===== src/rtl/iob_acc_arb.sv =====
// Round-robin arbiter sharing one accumulator among N_REQ job streams.
// Define IOB_ACC_ARB_SATURATE_EN to clamp on overflow instead of wrapping.
module iob_acc_arb #(
    parameter int N_REQ  = 4,
    parameter int INCR_W = 8,
    parameter int DATA_W = 16,
    parameter int ID_W   = $clog2(N_REQ)
) (
    input  logic                    clk_i,
    input  logic                    cke_i,
    input  logic                    arst_n_i,
    input  logic [N_REQ-1:0]        req_valid_i,
    input  logic [N_REQ-1:0]        req_last_i,
    input  logic [N_REQ*INCR_W-1:0] req_incr_i,
    output logic [N_REQ-1:0]        req_ready_o,
    output logic                    res_valid_o,
    input  logic                    res_ready_i,
    output logic [DATA_W-1:0]       res_data_o,
    output logic [ID_W-1:0]         res_id_o,
    output logic                    res_ovf_o,
    output logic                    busy_o
);

    typedef enum logic [1:0] {IDLE, ACC, DONE} state_t;

    state_t              state_q, state_d;
    logic [ID_W-1:0]     ptr_q, ptr_d;
    logic [ID_W-1:0]     owner_q, owner_d;
    logic [DATA_W-1:0]   acc_q, acc_d;
    logic                ovf_q, ovf_d;

    logic [ID_W-1:0]     pick;
    logic                found;
    logic [ID_W:0]       cand;
    logic                own_valid;
    logic                own_last;
    logic [INCR_W-1:0]   own_incr;
    logic [DATA_W:0]     sum;

    assign own_valid = req_valid_i[owner_q];
    assign own_last  = req_last_i[owner_q];
    assign own_incr  = req_incr_i[int'(owner_q)*INCR_W +: INCR_W];
    assign sum       = {1'b0, acc_q} + (DATA_W+1)'(own_incr);

    // Scan downward so the smallest offset from ptr wins.
    always_comb begin
        pick  = '0;
        found = 1'b0;
        cand  = '0;
        for (int i = N_REQ-1; i >= 0; i--) begin
            cand = {1'b0, ptr_q} + (ID_W+1)'(i);
            if (cand >= (ID_W+1)'(N_REQ)) begin
                cand = cand - (ID_W+1)'(N_REQ);
            end
            if (req_valid_i[cand[ID_W-1:0]]) begin
                found = 1'b1;
                pick  = cand[ID_W-1:0];
            end
        end
    end

    always_comb begin
        state_d = state_q;
        ptr_d   = ptr_q;
        owner_d = owner_q;
        acc_d   = acc_q;
        ovf_d   = ovf_q;
        unique case (state_q)
            IDLE: begin
                if (found) begin
                    owner_d = pick;
                    acc_d   = '0;
                    ovf_d   = 1'b0;
                    state_d = ACC;
                end
            end
            ACC: begin
                if (own_valid) begin
                    ovf_d = ovf_q | sum[DATA_W];
`ifdef IOB_ACC_ARB_SATURATE_EN
                    acc_d = (sum[DATA_W] | ovf_q) ? '1 : sum[DATA_W-1:0];
`else
                    acc_d = sum[DATA_W-1:0];
`endif
                    if (own_last) begin
                        state_d = DONE;
                    end
                end
            end
            DONE: begin
                if (res_ready_i) begin
                    ptr_d   = (owner_q == ID_W'(N_REQ-1)) ? '0
                                                          : owner_q + ID_W'(1);
                    state_d = IDLE;
                end
            end
            default: state_d = IDLE;
        endcase
    end

    always_ff @(posedge clk_i or negedge arst_n_i) begin
        if (!arst_n_i) begin
            state_q <= IDLE;
            ptr_q   <= '0;
            owner_q <= '0;
            acc_q   <= '0;
            ovf_q   <= 1'b0;
        end else if (cke_i) begin
            state_q <= state_d;
            ptr_q   <= ptr_d;
            owner_q <= owner_d;
            acc_q   <= acc_d;
            ovf_q   <= ovf_d;
        end
    end

    always_comb begin
        req_ready_o = '0;
        if (state_q == ACC) begin
            req_ready_o[owner_q] = 1'b1;
        end
    end

    assign res_valid_o = (state_q == DONE);
    assign res_data_o  = acc_q;
    assign res_id_o    = owner_q;
    assign res_ovf_o   = ovf_q;
    assign busy_o      = (state_q != IDLE);

endmodule


===== config.mk =====
export PLATFORM = sky130hd
export DESIGN_NAME = iob_acc_arb
export DESIGN_NICKNAME = d
export VERILOG_FILES = /design/src/rtl/iob_acc_arb.sv
export SDC_FILE = /design/constraint.sdc
export NUM_CORES = 1
export LEC_CHECK = 0
export ABC_AREA = 1
export CORE_AREA = 10 10 78 80
export DETAILED_ROUTE_END_ITERATION = 7
export DIE_AREA = 0 0 88 90
export PLACE_DENSITY = 0.85
export SLEW_MARGIN = 10
export SYNTH_ARGS = -nofsm -noshare
export SYNTH_HDL_FRONTEND = slang
export SYNTH_SLANG_ARGS = --single-unit

===== constraint.sdc =====
create_clock -name clk_i -period 7.3 [get_ports clk_i]
set_input_delay 2.19 -clock clk_i [delete_from_list [all_inputs] [get_ports clk_i]]
set_output_delay 2.19 -clock clk_i [all_outputs]
set_load 0.05 [all_outputs]

Word level (Yosys, flattened, before mapping)
Index checks and enable logic that the tools add are counted.
{"block": "word_totals", "reg_bits": 23}
{"block": "classes", "shift": 1, "reduce_logical": 8, "addsub": 9, "mux": 39, "order_cmp": 10, "eq_ne": 7, "n_bitwise": 1}
{"cell": "2-to-1 mux 16 bit", "count": 2}
{"cell": "case mux 16 bit (2 select lines)", "count": 1}
{"cell": "indexed part select 32 x 6 -> 8 bit", "count": 1}
{"cell": "2-to-1 mux 2 bit", "count": 13}
{"cell": "adder 16 x 8 -> 17 bit", "count": 1}
{"cell": "less-than comparator 2 x 3 -> 1 bit, second input constant", "count": 5}
{"cell": "2-to-1 mux 1 bit", "count": 13}
{"cell": "binary-select mux 1 bit (select 2 bit)", "count": 6}
{"cell": "greater-or-equal comparator 3 bit, second input constant", "count": 3}
{"cell": "subtractor 2 x 1 -> 2 bit, second input constant", "count": 4}
{"cell": "adder 2 x 2 -> 3 bit, second input constant", "count": 2}
{"cell": "inequality test 2 bit, second input constant", "count": 3}
{"cell": "case mux 2 bit (3 select lines)", "count": 1}
{"cell": "AND reduction 3 bit", "count": 2}
{"cell": "AND reduction 5 bit", "count": 1}
{"cell": "equality test 2 bit, second input constant", "count": 2}
{"cell": "2-to-1 mux 4 bit", "count": 1}
{"cell": "AND reduction 4 bit", "count": 1}
{"cell": "nonzero test 2 bit", "count": 2}
{"cell": "adder 2 x 1 -> 3 bit, second input constant", "count": 1}
{"cell": "greater-or-equal comparator 2 x 3 -> 1 bit, second input constant", "count": 1}
{"cell": "adder 2 x 1 -> 2 bit, second input constant", "count": 1}
{"cell": "demux 1 bit (select 2 bit)", "count": 1}
{"cell": "equality test 2 x 1 -> 1 bit, second input constant", "count": 1}
{"cell": "6 further kinds", "count": 6}

Longest topological paths before layout
Gate-level depths: netlist of run 1.
{"block": "logic_depth", "depth_word": 11, "mapped_depth": 15, "mapped_depth_nobuf": 13}

Worst setup path after synthesis of run 1
Ideal clock, no wire load.
{"block": "synth_timing", "kind": "register to output", "from": "reg owner_q[0], in the netlist res_id_o[0]", "to": "out req_ready_o[2]", "n_path_buf": 2, "path_slack_ps": 2882, "arrival_time_ps": 2228, "path_stages_with_launch": 7, "path_cell_list": "dfrtp_1 > inv_1 > clkbuf_1 > clkbuf_1 > ha_1 > inv_1 > nor2_1"}
{"block": "synth_between", "elab_chain_len": 5, "word_cells_on_any_way": 6, "classes_between": "order compare (2); mux (3); reduce/logical (1)"}
{"item": "from (decl)", "line_no": "28", "rtl": "logic [ID_W-1:0] owner_q, owner_d;"}
{"item": "from (signal assigned)", "line_no": "111", "rtl": "owner_q <= owner_d;"}
{"item": "less-than comparator 2 x 3 -> 1 bit (not written as such) / greater-or-equal comparator 2 x 1 -> 1 bit (equally long branches)", "line_no": "120", "rtl": "req_ready_o[owner_q] = 1'b1;"}
{"item": "logical AND 1 bit (not written as such)", "line_no": "120"}
{"item": "2-to-1 mux 1 bit (not written as such)", "line_no": "120"}
{"item": "demux 1 bit (select 2 bit) (*)", "line_no": "120"}
{"item": "2-to-1 mux 4 bit (*)", "line_no": "119", "rtl": "if (state_q == ACC) begin"}
{"item": "to (decl)", "line_no": "15", "rtl": "output logic [N_REQ-1:0] req_ready_o,"}
Every way passes the cells marked *; elsewhere a longest branch is shown, timed or not.

Final worst setup path of run 1
Ends and elaborated chain as after synthesis.

==> results.json, run 1 <==
{
  "outcome": "finished, final reports clean",
  "clock_path_buffers": 2,
  "min_path_type": "register to register",
  "htree_levels": 1,
  "crit_type": "register to output port",
  "syn_to_final_growth_pct": 31.2,
  "p_leak_uw": 0.00147,
  "numCtsBuffers": 3,
  "dpl_cell_area_um2": 3000,
  "fmax_ghz": 0.203,
  "ys_types": 30,
  "wirelength_um": 6490,
  "internal_power_uw": 449,
  "cp.arrival_ps": 2730,
  "cp-end-kind": "output port",
  "grt_pass1_vias": 2446,
  "layout_setup_ws_ps": 2380,
  "period_share": 0.674,
  "gr-total-overflow": 0,
  "crit_slowest_cell": "clkdlybuf4s50_1",
  "clk_pin_slew_ps": 90,
  "cp_common_cell": "inv_1",
  "skew_ps": 7.63,
  "drt-wirelength-per-cell_um": 13.3,
  "io_pins": 69,
  "worst_r2r_path_depth": 12,
  "p_comb_frac": 0.714,
  "switching_share": 0.567,
  "vias": 2546,
  "vdd.ir_drop.worst_uv": 323,
  "synth_warnings": 0,
  "layout.nets": 493,
  "die_x_um": 88,
  "slew_violations": 0,
  "max_stage_delay_ps": 810,
  "clock_latency_ps": 270,
  "drtIter0Drc": 149,
  "grt_pass1_wl_um": 11100,
  "setup-tns-final_ps": 0,
  "syn-cell-area_um2": 2320,
  "design_area_um2": 3050,
  "post-place-ws_ps": 2690,
  "drcViolationCount": 0,
  "pwr-share-seq": 0.206,
  "via_per_inst": 5.21,
  "dp_hpwl_um": 5210,
  "tightestPinTransition_ps": 1040,
  "cts_tree": "built",
  "antenna_found_initial": 0,
  "globalplace.congestion": 0.826,
  "slew_headroom": 0.303,
  "hold_depth": 2,
  "power_switching_uw": 588,
  "cp_data_required_time_ps": 5110,
  "die_area_um2": 7920,
  "layout-drive-gt1-share": 0.0713,
  "cts_setup_buffers": 0,
  "holdBufCountCts": 0,
  "clock_sinks": 23,
  "final_util": 0.662,
  "syn-num-nets": 431,
  "drt.antenna.violating_nets": 0,
  "worstSetupStartpointType": "register",
  "row_count": 25,
  "synth-seq-cells": 23,
  "worst-path-max-fanout": 25,
  "finalHoldViolations": 0,
  "clockPowerShare": 0.080,
  "grt_max_degree": 35,
  "yosysSeqAreaShare": 0.248,
  "die_h_um": 90,
  "dr.pass1.iters": 4,
  "rsz0062_at_grt": "false",
  "pwr_density_cell_nw_per_um2": 341,
  "synth_area_per_cell_um2": 6.21,
  "fin_crit_ps": 4920,
  "max-cap-violations": 0,
  "root_buffer": "clkbuf_8",
  "syn_inst": 374,
  "core_area_um2": 4600,
  "initial_core_util": 0.505,
  "worstPathCellList": "inv_1 > ha_1 > inv_1 > nor2_1 > clkdlybuf4s50_1",
  "grt_usage": 0.165,
  "cts_resized": 0,
  "finalSetupViolCount": 0,
  "antenna_cells": 0,
  "port_buffers": 68
}
power by group through the flow:
stage               registers (uW)  logic [uW]  clock network (uW)
finish                         213         741                83.5
CTS                            213         742                84.7
global placement               214         723                   0
detailed placement             215         738                   0
floorplan                      249         534                   0
global route                   220         835                92.7
worst max-delay path: cells and delay by family, from the launching register on:
kind          cells  cell delay (ps)
buf+inv           3             1470
flops             1              630
fa+ha+maj         1              250
simple gates      1              100
Yosys cell counts:
library cell,instances,share of area
o21ai_1,3,0.0065
o21ai_2,13,0.049
nand3b_1,2,0.0065
a21boi_0,1,0.0032
nand4_1,5,0.013
or2_2,4,0.011
dfrtp_1,23,0.25
o22ai_1,8,0.022
nand3_1,40,0.086
inv_1,43,0.070
a21o_1,2,0.0065
nand3_2,1,0.0043
buf_6,3,0.015
ha_1,12,0.065
a21oi_1,4,0.0086
fa_1,1,0.0086
inv_4,1,0.0027
buf_1,1,0.0016
nand3_4,1,0.0075
buf_2,1,0.0022
buf_8,1,0.0065
o21ai_0,27,0.058
nand2_2,4,0.011
nor2_4,1,0.0049
and2_1,2,0.0054
nand2_1,122,0.20
inv_2,1,0.0016
nor2_1,39,0.063
o211ai_1,2,0.0065
clkbuf_1,6,0.0097
path summary, 6_finish.rpt:
kind	slack, ps	from	endpoint
worst max-delay path	2380	res_id_o[0]	req_ready_o[2]
worst min-delay path	520	state_q[0]	state_q[0]
worst max register to register	3970	res_id_o[0]	res_data_o[8]
worst min register to register	520	state_q[0]	state_q[0]
max in group asynchronous	4190	arst_n_i	res_data_o[9]
min in group asynchronous	2480	arst_n_i	res_data_o[10]
flip-flops by register name, summed over array words and instances, names as in the netlist:
signal and cells:
res_id_o 2, res_ovf_o 1, ptr_q 2, res_data_o 16
state_q 2
stage by stage:
step           hold WS [ps]  cells  total power [uW]
6_report                520    489              1040
5_1_grt                 566    489              1150
4_1_cts                 519    489              1040
3_5_place_dp            495    485               953
3_3_place_gp            489    485               936
2_1_floorplan           464    374               783
layout by cell type (no fill, tap or decap):
cell	n
nor2_1	39
nand3_4	1
nand2_2	4
fa_1	1
o21ai_1	3
a21boi_0	1
a21oi_1	4
o21ai_2	13
ha_1	12
nand4_1	5
nor2_4	1
o22ai_1	8
nand3b_1	2
o21ai_0	27
inv_1	43
inv_4	1
dfrtp_1	23
or2_2	4
nand3_1	40
buf_4	1
and2_1	2
clkinvlp_4	1
a21o_1	2
nand3_2	1
clkbuf_8	3
o211ai_1	2
inv_2	1
clkdlybuf4s50_1	68
nand2_1	122
final cells by class:
cell class	count	area (um^2)
Clock inverter	1	7.51
Timing Repair Buffer	69	688
Multi-Input combinational cell	294	1490
Inverter	45	171
Tap cell	54	67.6
Fill cell	448	1550
Sequential cell	23	576
Clock buffer	3	41.3
kinds of logic (layout without fill, tap and decap cells):
kind of cell               count (synthesis)  count (layout)  share of synthesized area
and+or+nand+nor                          221             221                      0.410
AOI/OAI and AO/OA                         60              60                      0.160
buffers and inverters                     57             118                      0.108
DFF                                       23              23                      0.248
adders and majority gates                 13              13                     0.0733
layer usage:
| metal | wire length [um] | global-route usage |
|---|---|---|
| met1 | 2600 | 0.186 |
| met5 | 0 | 0 |
| met4 | 69 | 0.0293 |
| met2 | 3580 | 0.311 |
| met3 | 234 | 0.0244 |
Power figures use the tool's default switching activity.
==> inputs of run 2 (changes only) <==
- CORE_AREA: 10 10 78 80 -> 10 10 85 87
- DIE_AREA: 0 0 88 90 -> 0 0 95 97
- PLACE_DENSITY: 0.85 -> 0.75
- clock period: 7.3 -> 4.1 ns (I/O delays scaled with it)
==> results.json, run 2 (same netlist as run 1, synthesis figures left out) <==
{
  "design_area_um2": 3090,
  "drt-wirelength-per-cell_um": 12.7,
  "root_buffer": "clkbuf_8",
  "crit_type": "register to output port",
  "vdd.ir_drop.worst_uv": 474,
  "layout_setup_ws_ps": 575,
  "drtIter0Drc": 121,
  "hp-start": "res_ovf_o",
  "finalHoldViolations": 0,
  "drcViolationCount": 0,
  "pwr_density_cell_nw_per_um2": 599,
  "clock_sinks": 23,
  "slew_violations": 0,
  "max-cap-violations": 0,
  "layout-drive-gt1-share": 0.0776,
  "cp-end-kind": "output port",
  "io_pins": 69,
  "antenna_found_initial": 0,
  "wirelength_um": 6500,
  "holdWs_ps": 528,
  "worstSetupStartpointType": "register",
  "cp.arrival_ps": 2300,
  "vias": 2482,
  "setup-tns-final_ps": 0,
  "numCtsBuffers": 3,
  "p_leak_uw": 0.00148,
  "grt_pass1_vias": 2421,
  "hold_end": "res_ovf_o",
  "outcome": "finished, final reports clean",
  "rsz0062_at_grt": "false",
  "holdBufCountCts": 0,
  "cts_resized": 0,
  "syn_to_final_growth_pct": 33.2,
  "core_area_um2": 5470,
  "skew_ps": 6.18,
  "globalplace.congestion": 0.881,
  "clk_pin_slew_ps": 100,
  "grt_pass1_wl_um": 11300,
  "final_cell_mix": "122 x nand2_1, 68 x clkdlybuf4s50_1, 43 x inv_1, 40 x nand3_1, 39 x nor2_1",
  "cts_tree": "built",
  "fin_crit_ps": 3530,
  "r2r_slack_ps": 1030,
  "clock_path_buffers": 2,
  "tightestPinTransition_ps": 684,
  "via_per_inst": 4.87,
  "row_count": 27,
  "power.total_uw": 1850,
  "worst_r2r_path_depth": 13,
  "grt_max_degree": 35,
  "mostFrequentLayoutCell": "nand2_1",
  "htree_levels": 1,
  "post-place-ws_ps": 632,
  "rr_startpoint": "res_id_o[0]",
  "min_path_type": "register to register",
  "p_comb_frac": 0.711,
  "port_buffers": 68,
  "fmax_ghz": 0.284,
  "switching_share": 0.562,
  "r2r_end": "res_data_o[8]",
  "finalSetupViolCount": 0,
  "gr-total-overflow": 0,
  "dpl_cell_area_um2": 3040,
  "power_switching_uw": 1040,
  "grt_usage": 0.145,
  "slew_headroom": 0.544,
  "clock_latency_ps": 270,
  "cp_data_required_time_ps": 2870,
  "die_x_um": 95,
  "initial_core_util": 0.424,
  "worst-path-max-fanout": 23,
  "layout.nets": 496,
  "largest_reg_flops": 16,
  "cts_setup_buffers": 0,
  "die_h_um": 97,
  "antenna_cells": 0,
  "pwr-share-seq": 0.207,
  "hold_depth": 2,
  "drt.antenna.violating_nets": 0,
  "internal_power_uw": 811,
  "dp_hpwl_um": 5220,
  "period_share": 0.860,
  "clockPowerShare": 0.082,
  "dr.pass1.iters": 4,
  "die_area_um2": 9220
}
run 2: worst max path at each step:
stage | depth (start not counted) | start | endpoint
finish | 4 | res_id_o[0] | req_ready_o[3]
CTS | 4 | res_id_o[0] | req_ready_o[3]
global placement | 12 | req_incr_i[8] | res_data_o[8]
detailed placement | 12 | req_incr_i[16] | res_data_o[8]
global route | 5 | res_id_o[0] | req_ready_o[2]
floorplan | 6 | res_id_o[0] | req_ready_o[2]
run 2: final cells by class:
type                    instances  area [um^2]
repair buffers                 72          711
clock inverters                 1         7.51
well taps                      72         90.1
clock buffers                   3         41.3
inverters                      45          171
flip-flops and latches         23          576
fillers                       563         2380
multi-input cells             294         1490
run 2: power groups by stage:
stage	sequential (uW)	clock, uW	combinational, uW
after floorplan	443	0	951
after global placement	384	0	1310
after detailed placement	388	0	1320
after CTS	385	155	1330
after global routing	398	163	1500
final	382	152	1320
run 2: layer usage:
metal  global-route usage  share of wire
met1                0.167           0.41
met2                0.273           0.55
met3               0.0208          0.037
met4               0.0240         0.0048
met5                    0              0
run 2: worst max-delay path, cell delays in order, from the launching register on:
cell	delay, ps
dfrtp_1	800
ha_1	250
inv_1	50
nor2_1	100
clkdlybuf4s50_1	820
run 2: through the flow:
step / util / std cells
2_1_floorplan: - / 374
3_3_place_gp: 0.556 / 506
3_5_place_dp: 0.556 / 506
4_1_cts: 0.565 / 510
5_1_grt: 0.565 / 510
6_report: 0.565 / 510
